--- src/rtl/fetch_queue.sv ---
// rtl/fetch_queue.sv - fetch-to-decode packet queue; optional event trace under IFQ_TRACE_EN
module fetch_queue #(
  parameter  int DEPTH = 4,
  localparam int PTR_W = $clog2(DEPTH)
) (
  input  logic             clk,
  input  logic             rst_n,
  input  logic             flush,
  input  logic             in_valid,
  output logic             in_ready,
  input  logic [63:0]      in_pc,
  input  logic [31:0]      in_inst,
  input  logic             in_page_fault,
  input  logic [4:0]       in_cause,
  input  logic [63:0]      in_tval,
  output logic             out_valid,
  input  logic             out_ready,
  output logic [63:0]      out_pc,
  output logic [31:0]      out_inst,
  output logic             out_page_fault,
  output logic [4:0]       out_cause,
  output logic [63:0]      out_tval,
  output logic [PTR_W:0]   count
);

  localparam int ENTRY_W = 64 + 32 + 1 + 5 + 64;
  localparam logic [PTR_W:0] FULL_CNT = (PTR_W + 1)'(DEPTH);

  logic [PTR_W-1:0]   wr_ptr_q, wr_ptr_d;
  logic [PTR_W-1:0]   rd_ptr_q, rd_ptr_d;
  logic [PTR_W:0]     count_q, count_d;
  logic               fault_lock_q, fault_lock_d;
  logic [ENTRY_W-1:0] entry_q [DEPTH];
  logic [ENTRY_W-1:0] entry_d [DEPTH];
  logic               enq, deq;

  // Handshake and head presentation; in_ready never looks at out_ready
  always_comb begin
    in_ready  = (count_q != FULL_CNT) && !fault_lock_q;
    out_valid = (count_q != '0);
    enq       = in_valid && in_ready;
    deq       = out_valid && out_ready;
    count     = count_q;
    {out_pc, out_inst, out_page_fault, out_cause, out_tval} = entry_q[rd_ptr_q];
  end

  // Next-state: flush wins over enq/deq; a faulting packet locks out later wrong-path fetches
  always_comb begin
    wr_ptr_d     = wr_ptr_q;
    rd_ptr_d     = rd_ptr_q;
    count_d      = count_q;
    fault_lock_d = fault_lock_q;
    entry_d      = entry_q;
    if (flush) begin
      wr_ptr_d     = '0;
      rd_ptr_d     = '0;
      count_d      = '0;
      fault_lock_d = 1'b0;
    end else begin
      if (enq) begin
        entry_d[wr_ptr_q] = {in_pc, in_inst, in_page_fault, in_cause, in_tval};
        wr_ptr_d          = wr_ptr_q + PTR_W'(1);
        if (in_page_fault) begin
          fault_lock_d = 1'b1;
        end
      end
      if (deq) begin
        rd_ptr_d = rd_ptr_q + PTR_W'(1);
      end
      case ({enq, deq})
        2'b10:   count_d = count_q + (PTR_W + 1)'(1);
        2'b01:   count_d = count_q - (PTR_W + 1)'(1);
        default: count_d = count_q;
      endcase
    end
  end

  // State register; reset also clears entry data so the idle head reads as zero
  always_ff @(posedge clk) begin
    if (!rst_n) begin
      wr_ptr_q     <= '0;
      rd_ptr_q     <= '0;
      count_q      <= '0;
      fault_lock_q <= 1'b0;
      for (int i = 0; i < DEPTH; i++) begin
        entry_q[i] <= '0;
      end
    end else begin
      wr_ptr_q     <= wr_ptr_d;
      rd_ptr_q     <= rd_ptr_d;
      count_q      <= count_d;
      fault_lock_q <= fault_lock_d;
      entry_q      <= entry_d;
    end
  end

`ifdef IFQ_TRACE_EN
  // Simulation trace of every enqueue, dequeue and flush
  always @(posedge clk) begin
    if (rst_n) begin
      if (flush) begin
        $display("%0t FLUSH pc=%08x inst=%08x pf=%0d cause=%0d tval=%016x count=%0d",
                 $time, in_pc, in_inst, in_page_fault, in_cause, in_tval, count_q);
      end
      if (enq && !flush) begin
        $display("%0t ENQ pc=%08x inst=%08x pf=%0d cause=%0d tval=%016x count=%0d",
                 $time, in_pc, in_inst, in_page_fault, in_cause, in_tval, count_q);
      end
      if (deq) begin
        $display("%0t DEQ pc=%08x inst=%08x pf=%0d cause=%0d tval=%016x count=%0d",
                 $time, out_pc, out_inst, out_page_fault, out_cause, out_tval, count_q);
      end
    end
  end
`endif

endmodule

--- config.mk ---
export PLATFORM = sky130hd
export DESIGN_NAME = fetch_queue
export DESIGN_NICKNAME = d
export VERILOG_FILES = /design/src/rtl/fetch_queue.sv
export SDC_FILE = /design/constraint.sdc
export NUM_CORES = 1
export LEC_CHECK = 0
export ABC_CLOCK_PERIOD_IN_PS = 6450
export CAP_MARGIN = 20
export CORE_MARGIN = 2
export CORE_UTILIZATION = 45
export DETAILED_ROUTE_END_ITERATION = 6
export GPL_TIMING_DRIVEN = 0
export PLACE_DENSITY = 0.66
export RECOVER_POWER = 25
export SLEW_MARGIN = 20
export SYNTH_ARGS = -nofsm -noshare
export SYNTH_HDL_FRONTEND = slang
export SYNTH_SLANG_ARGS = --single-unit
--- constraint.sdc ---
create_clock -name clk -period 6.45 [get_ports clk]
set_input_delay 1.29 -clock clk [delete_from_list [all_inputs] [get_ports clk]]
set_output_delay 1.29 -clock clk [all_outputs]
set_load 0.02 [all_outputs]
Word level (Yosys, flattened, before mapping) --
Index checks and enable logic that the tools add are counted.
Word-level totals: bits of input ports 171, logic and storage cells 39, flip-flop bits (word level) 672, output and inout port bits 171
Operators by class: order comparisons 3, muxes and demuxes 7, bitwise operators 4, equal/unequal tests 3, $add $sub $neg 4, reduce and logical (&&, ||, !) cells 10
Operator list (number):
- $bwmux 664 | 1
- $mux 166 | 3
- $bmux 166 s2 | 1
- $demux 166 s2 | 1
- $ge 3x3->1 const B | 2
- $not 2->3 | 2
- $pmux 3 s2 | 1
- $add 2x1->2 const B | 2
- $logic_and 1x1->1 | 4
- $reduce_and 2->1 | 2
- $add 3x1->3 const B | 1
- $lt 3x1->1 const B | 1
- $ne 3x3->1 const B | 1
- $reduce_bool 3->1 | 1
- $sub 3x1->3 const B | 1
- $eq 2x1->1 const B | 1
- $eq 2x2->1 const B | 1
- $not 1->1 | 2
- $reduce_bool 2->1 | 1
- $reduce_or 2->1 | 1
- $logic_not 1->1 | 1

Longest topological paths before layout --
depth in word-level cells 6, gate-level depth with buffers 9, gate-level depth less buffers 8

Worst setup path before layout --
No wires, ideal clock.
kind input-to-reg, start input in_valid, end register count_q[2], in the netlist count[2], path slack 3.573 ns, stages 9, setup time 0.070 ns, data required time 6.380 ns, path buffers 1, arrival time 2.807 ns, cells stage by stage nor2b_1 buf_2 nand2_1 ha_1 inv_1 fa_1 xor2_1 or3_1 a21oi_1
Between the ends: word-level cells in the longest chain between the ends 3, elaborated cells between the ends (all ways) 5, classes of those cells eq/ne (2); mux (1); reduce/logical (2)
RTL lines:
- from (decl) | line 9 | input logic in_valid,
- $logic_and 1x1->1 (*) | line 41 | enq = in_valid && in_ready;
- $eq 2x1->1 / $eq 2x2->1 (equally long branches) | line 70 | case ({enq, deq})
- $pmux 3 s2 / $reduce_bool 2->1 (equally long branches)
- to (signal assigned) | line 91 | count_q <= count_d;
- to (decl) | line 31 | logic [PTR_W:0] count_q, count_d;
Every way passes the cells marked *; elsewhere a longest branch is shown, timed or not. A chain may end at the register's enable or synchronous reset.

Final worst setup path --
start register rd_ptr_q[0], end output out_pc[26]
Between the ends: word-level cells in the longest chain between the ends 4
RTL lines:
- from (decl) | line 30 | logic [PTR_W-1:0] rd_ptr_q, rd_ptr_d;
- from (signal assigned) | line 90 | rd_ptr_q <= rd_ptr_d;
- $not 2->3 (implied by the code) | line 44 | {out_pc, out_inst, out_page_fault, out_cause, out_tval} = entry_q[rd_ptr_q];
- $bmux 166 s2 | line 44
- $mux 166 (implied by the code) (2 in series) | line 44
- to (decl) | line 18 | output logic [63:0] out_pc,
Every way passes these cells. The select of a mux whose other input is x is not followed.

==> reports/results.ini <==
[die]
row_count=93
die_h_um=259
floorplan.die_area_sq_um=66900
ios=342
start_util_pct=45.4
fp.dieW_um=259
coreArea_sq_um=64200

[placement]
portBuffers=341
place_ws_ns=2.08
hpwl_um=56700
gp_congestion=0.790

[critical_path]
crit_slowest_cell=clkbuf_1
cp_cell_sequence=clkbuf_1, clkbuf_1, buf_2, buf_2, mux4_2, clkdlybuf4s50_1
cp.required_ns=5.16
max_stage_delay_ns=0.86
cp_top_family=buffers and inverters
worstPathMaxFanout=10
critPathKind=reg2out
cp-end-kind=output port
worst-path-buf-inv=5
crit_cells=6
reg2reg_depth=6
worst_ep_arrival_time_ns=4.00
start_kind=register

[pwr]
power_density_nw_per_um2=255
pwr-share-clk_pct=44.4
p_comb_share_pct=9.2
p_int_w=0.00701
leakagePower_nw=17.0
power.switching_w=0.00216
swShare_pct=23.5
peakVddDrop_mv=0.154
p_seq_share_pct=46.5

[synthesis]
synthDistinctLibCells=28
synth_area_leaders=dfxtp_1, mux2i_1, mux4_2
synth_top_area_share_pct=46.1
synth_area_per_cell_sq_um=11.3
synth_most_common_cell=nand2_1
synth-seq-cells=672
netlist_instances=2583
async_flop_share_pct=0
syn_area_sq_um=29200
ys_warn_count=0
yosysTopAreaCell=dfxtp_1
synth_edf_count=0
syn_nets=2760
ys_top_cells_by_count=nand2_1, dfxtp_1, mux2i_1
synth_seq_area_share_pct=46.1
ys.flop_type=dfxtp_1

[drt]
viasPerCell=5.34
drt-initial-drc-count=895
wl_um=82200
vias=20800
drc=0
dr.pass1.iters=7
wl_per_cell_um=21.1
final_antenna_net_count=0

[clocking]
cts-resized-gates=0
clock-root-buffer=clkbuf_16
cts.sinks=672
clk_pin_slew_worst_paths_ns=0.06
clkLatencyLatePin_ns=0.60
ctsLongestPathBuffers=3
cts_htree_levels=3
hold_buffers=0
cts_setup_buffers=0
cts_made_buffers=73
cts_tree=done

[cells_and_area]
syn_to_final_growth_pct=23.2
fill_cells=5426
seqCellArea_sq_um=13500
drive_above_1_share_pct=12.5
nets=3176
multiInputGateArea_sq_um=13900

[sta]
maxSlewViolCount=0
fmax_mhz=189
finalClockSkew_ns=0.0208
rsz0062_at_grt=no
finalWorstPathRequiredPeriod_ns=5.29
fin_crit_sh_pct=82.0
setup-violations-final=0
finalHoldViolations=0
worstMarginPinSlew_ns=1.09
fin_setup_tns_ns=0
setup_ws_ns=1.16
relSlewSlack_pct=27.1

[global_routing]
grt_pass1_vias=22300
grt_max_degree=14
grt.overflow.total=0
grt_first_pass_wirelength_um=126000
track_usage_pct=24.3
antenna_found_initial=6

[outcome]
status=completed

[min_path]
hp-class=reg2reg
hold_depth=2

[flow_run]
cap_violations=0

==> worst register-to-register path: stages, from the launching register on <==
cell and delay, ns:
dfxtp_1 0.30, clkbuf_1 0.38, clkbuf_1 0.86, buf_2 0.48, buf_2 0.39, xnor2_1 0.16
nor2_1 0.05
==> per-stage QoR <==
| stage | utilization (%) | cells | cell area, sq um | power, W | hold WS [ns] |
|---|---|---|---|---|---|
| after CTS | 56.0 | 3898 | 36000 | 0.00925 | 0.456 |
| after global placement | 52.4 | 3779 | 33700 | 0.00518 | 0.441 |
| final | 56.0 | 3901 | 36000 | 0.00917 | 0.455 |
| after floorplan | - | 2583 | 29200 | 0.00480 | 0.435 |
| after global routing | 56.0 | 3901 | 36000 | 0.00948 | 0.469 |
| after detailed placement | 52.4 | 3779 | 33700 | 0.00520 | 0.449 |
==> metal layers <==
layer	up-vias	GRT usage, %	wire (um)
met4	6	9.60	2720
li1	9744	-	-
met3	140	4.24	4130
met1	10400	30.5	34800
met5	-	0	35
met2	508	41.4	40500
==> layout make-up <==
| class | instances | share of cell area (%) |
|---|---|---|
| Multi-Input combinational cell | 1701 | 38.5 |
| Tap cell | 855 | 2.97 |
| Inverter | 5 | 0.0522 |
| Antenna cell | 3 | 0.0209 |
| Sequential cell | 672 | 37.4 |
| Buffer | 205 | 5.14 |
| Clock buffer | 104 | 5.82 |
| Clock inverter | 15 | 0.553 |
| Timing Repair Buffer | 341 | 9.49 |
==> power by group through the flow <==
stage	registers, W	logic [W]	clock network (W)
2_1_floorplan	0.00434	0.000459	0
3_3_place_gp	0.00435	0.000834	0
3_5_place_dp	0.00435	0.000844	0
4_1_cts	0.00426	0.000849	0.00414
5_1_grt	0.00427	0.000889	0.00432
6_report	0.00426	0.000840	0.00407
==> cells by family (layout without fill, tap and decap cells) <==
family                     count (synthesis)  after routing  synth area share, %
and+or+nand+nor                          851            851                 11.3
adders and majority gates                  6              6                0.283
xor gates and xnor gates                   4              4                0.120
other                                      0              3                    0
buffers and inverters                    210            670                 6.40
muxes                                    830            830                 35.6
AOI/OAI and AO/OA                         10             10                0.202
DFF                                      672            672                 46.1
==> flip-flops by register name (all words and copies together) (netlist names) <==
register      cells
count             3
entry_q         664
rd_ptr_q          2
wr_ptr_q          2
fault_lock_q      1
==> cells in the final DEF, fill, tap and decap left out <==
cell type and instances:
o21ai_0 3, buf_2 33, buf_12 56, inv_6 2
mux4_2 166, buf_4 9, a31oi_1 1, clkinvlp_4 2
dlygate4sd3_1 7, nand4b_4 4, clkbuf_1 113, o311ai_0 1
buf_1 2, clkbuf_2 1, xnor2_1 1, clkbuf_8 13
or3b_1 1, o31a_1 1, clkinv_2 6, diode_2 3
ha_1 5, fa_1 1, nor2b_1 1, or3_1 2
clkbuf_16 74, clkinv_8 1, nor3b_1 1, xor2_1 3
nor2_1 7, inv_1 5, mux2i_1 664, buf_8 8
bufinv_16 4, a21oi_1 4, dfxtp_1 672, clkdlybuf4s50_1 334
nand3_1 2, nand2b_1 2, nand2_1 831
==> path summary, 6_finish.rpt <==
kind,startpoint,end,slack [ns]
max,rd_ptr_q[0],out_pc[26],1.16
max reg2reg,rd_ptr_q[0],rd_ptr_q[0],3.70
min reg2reg,entry_q[199],entry_q[199],0.45
min,entry_q[199],entry_q[199],0.45
No activity file was read; power rests on OpenSTA's default activity.
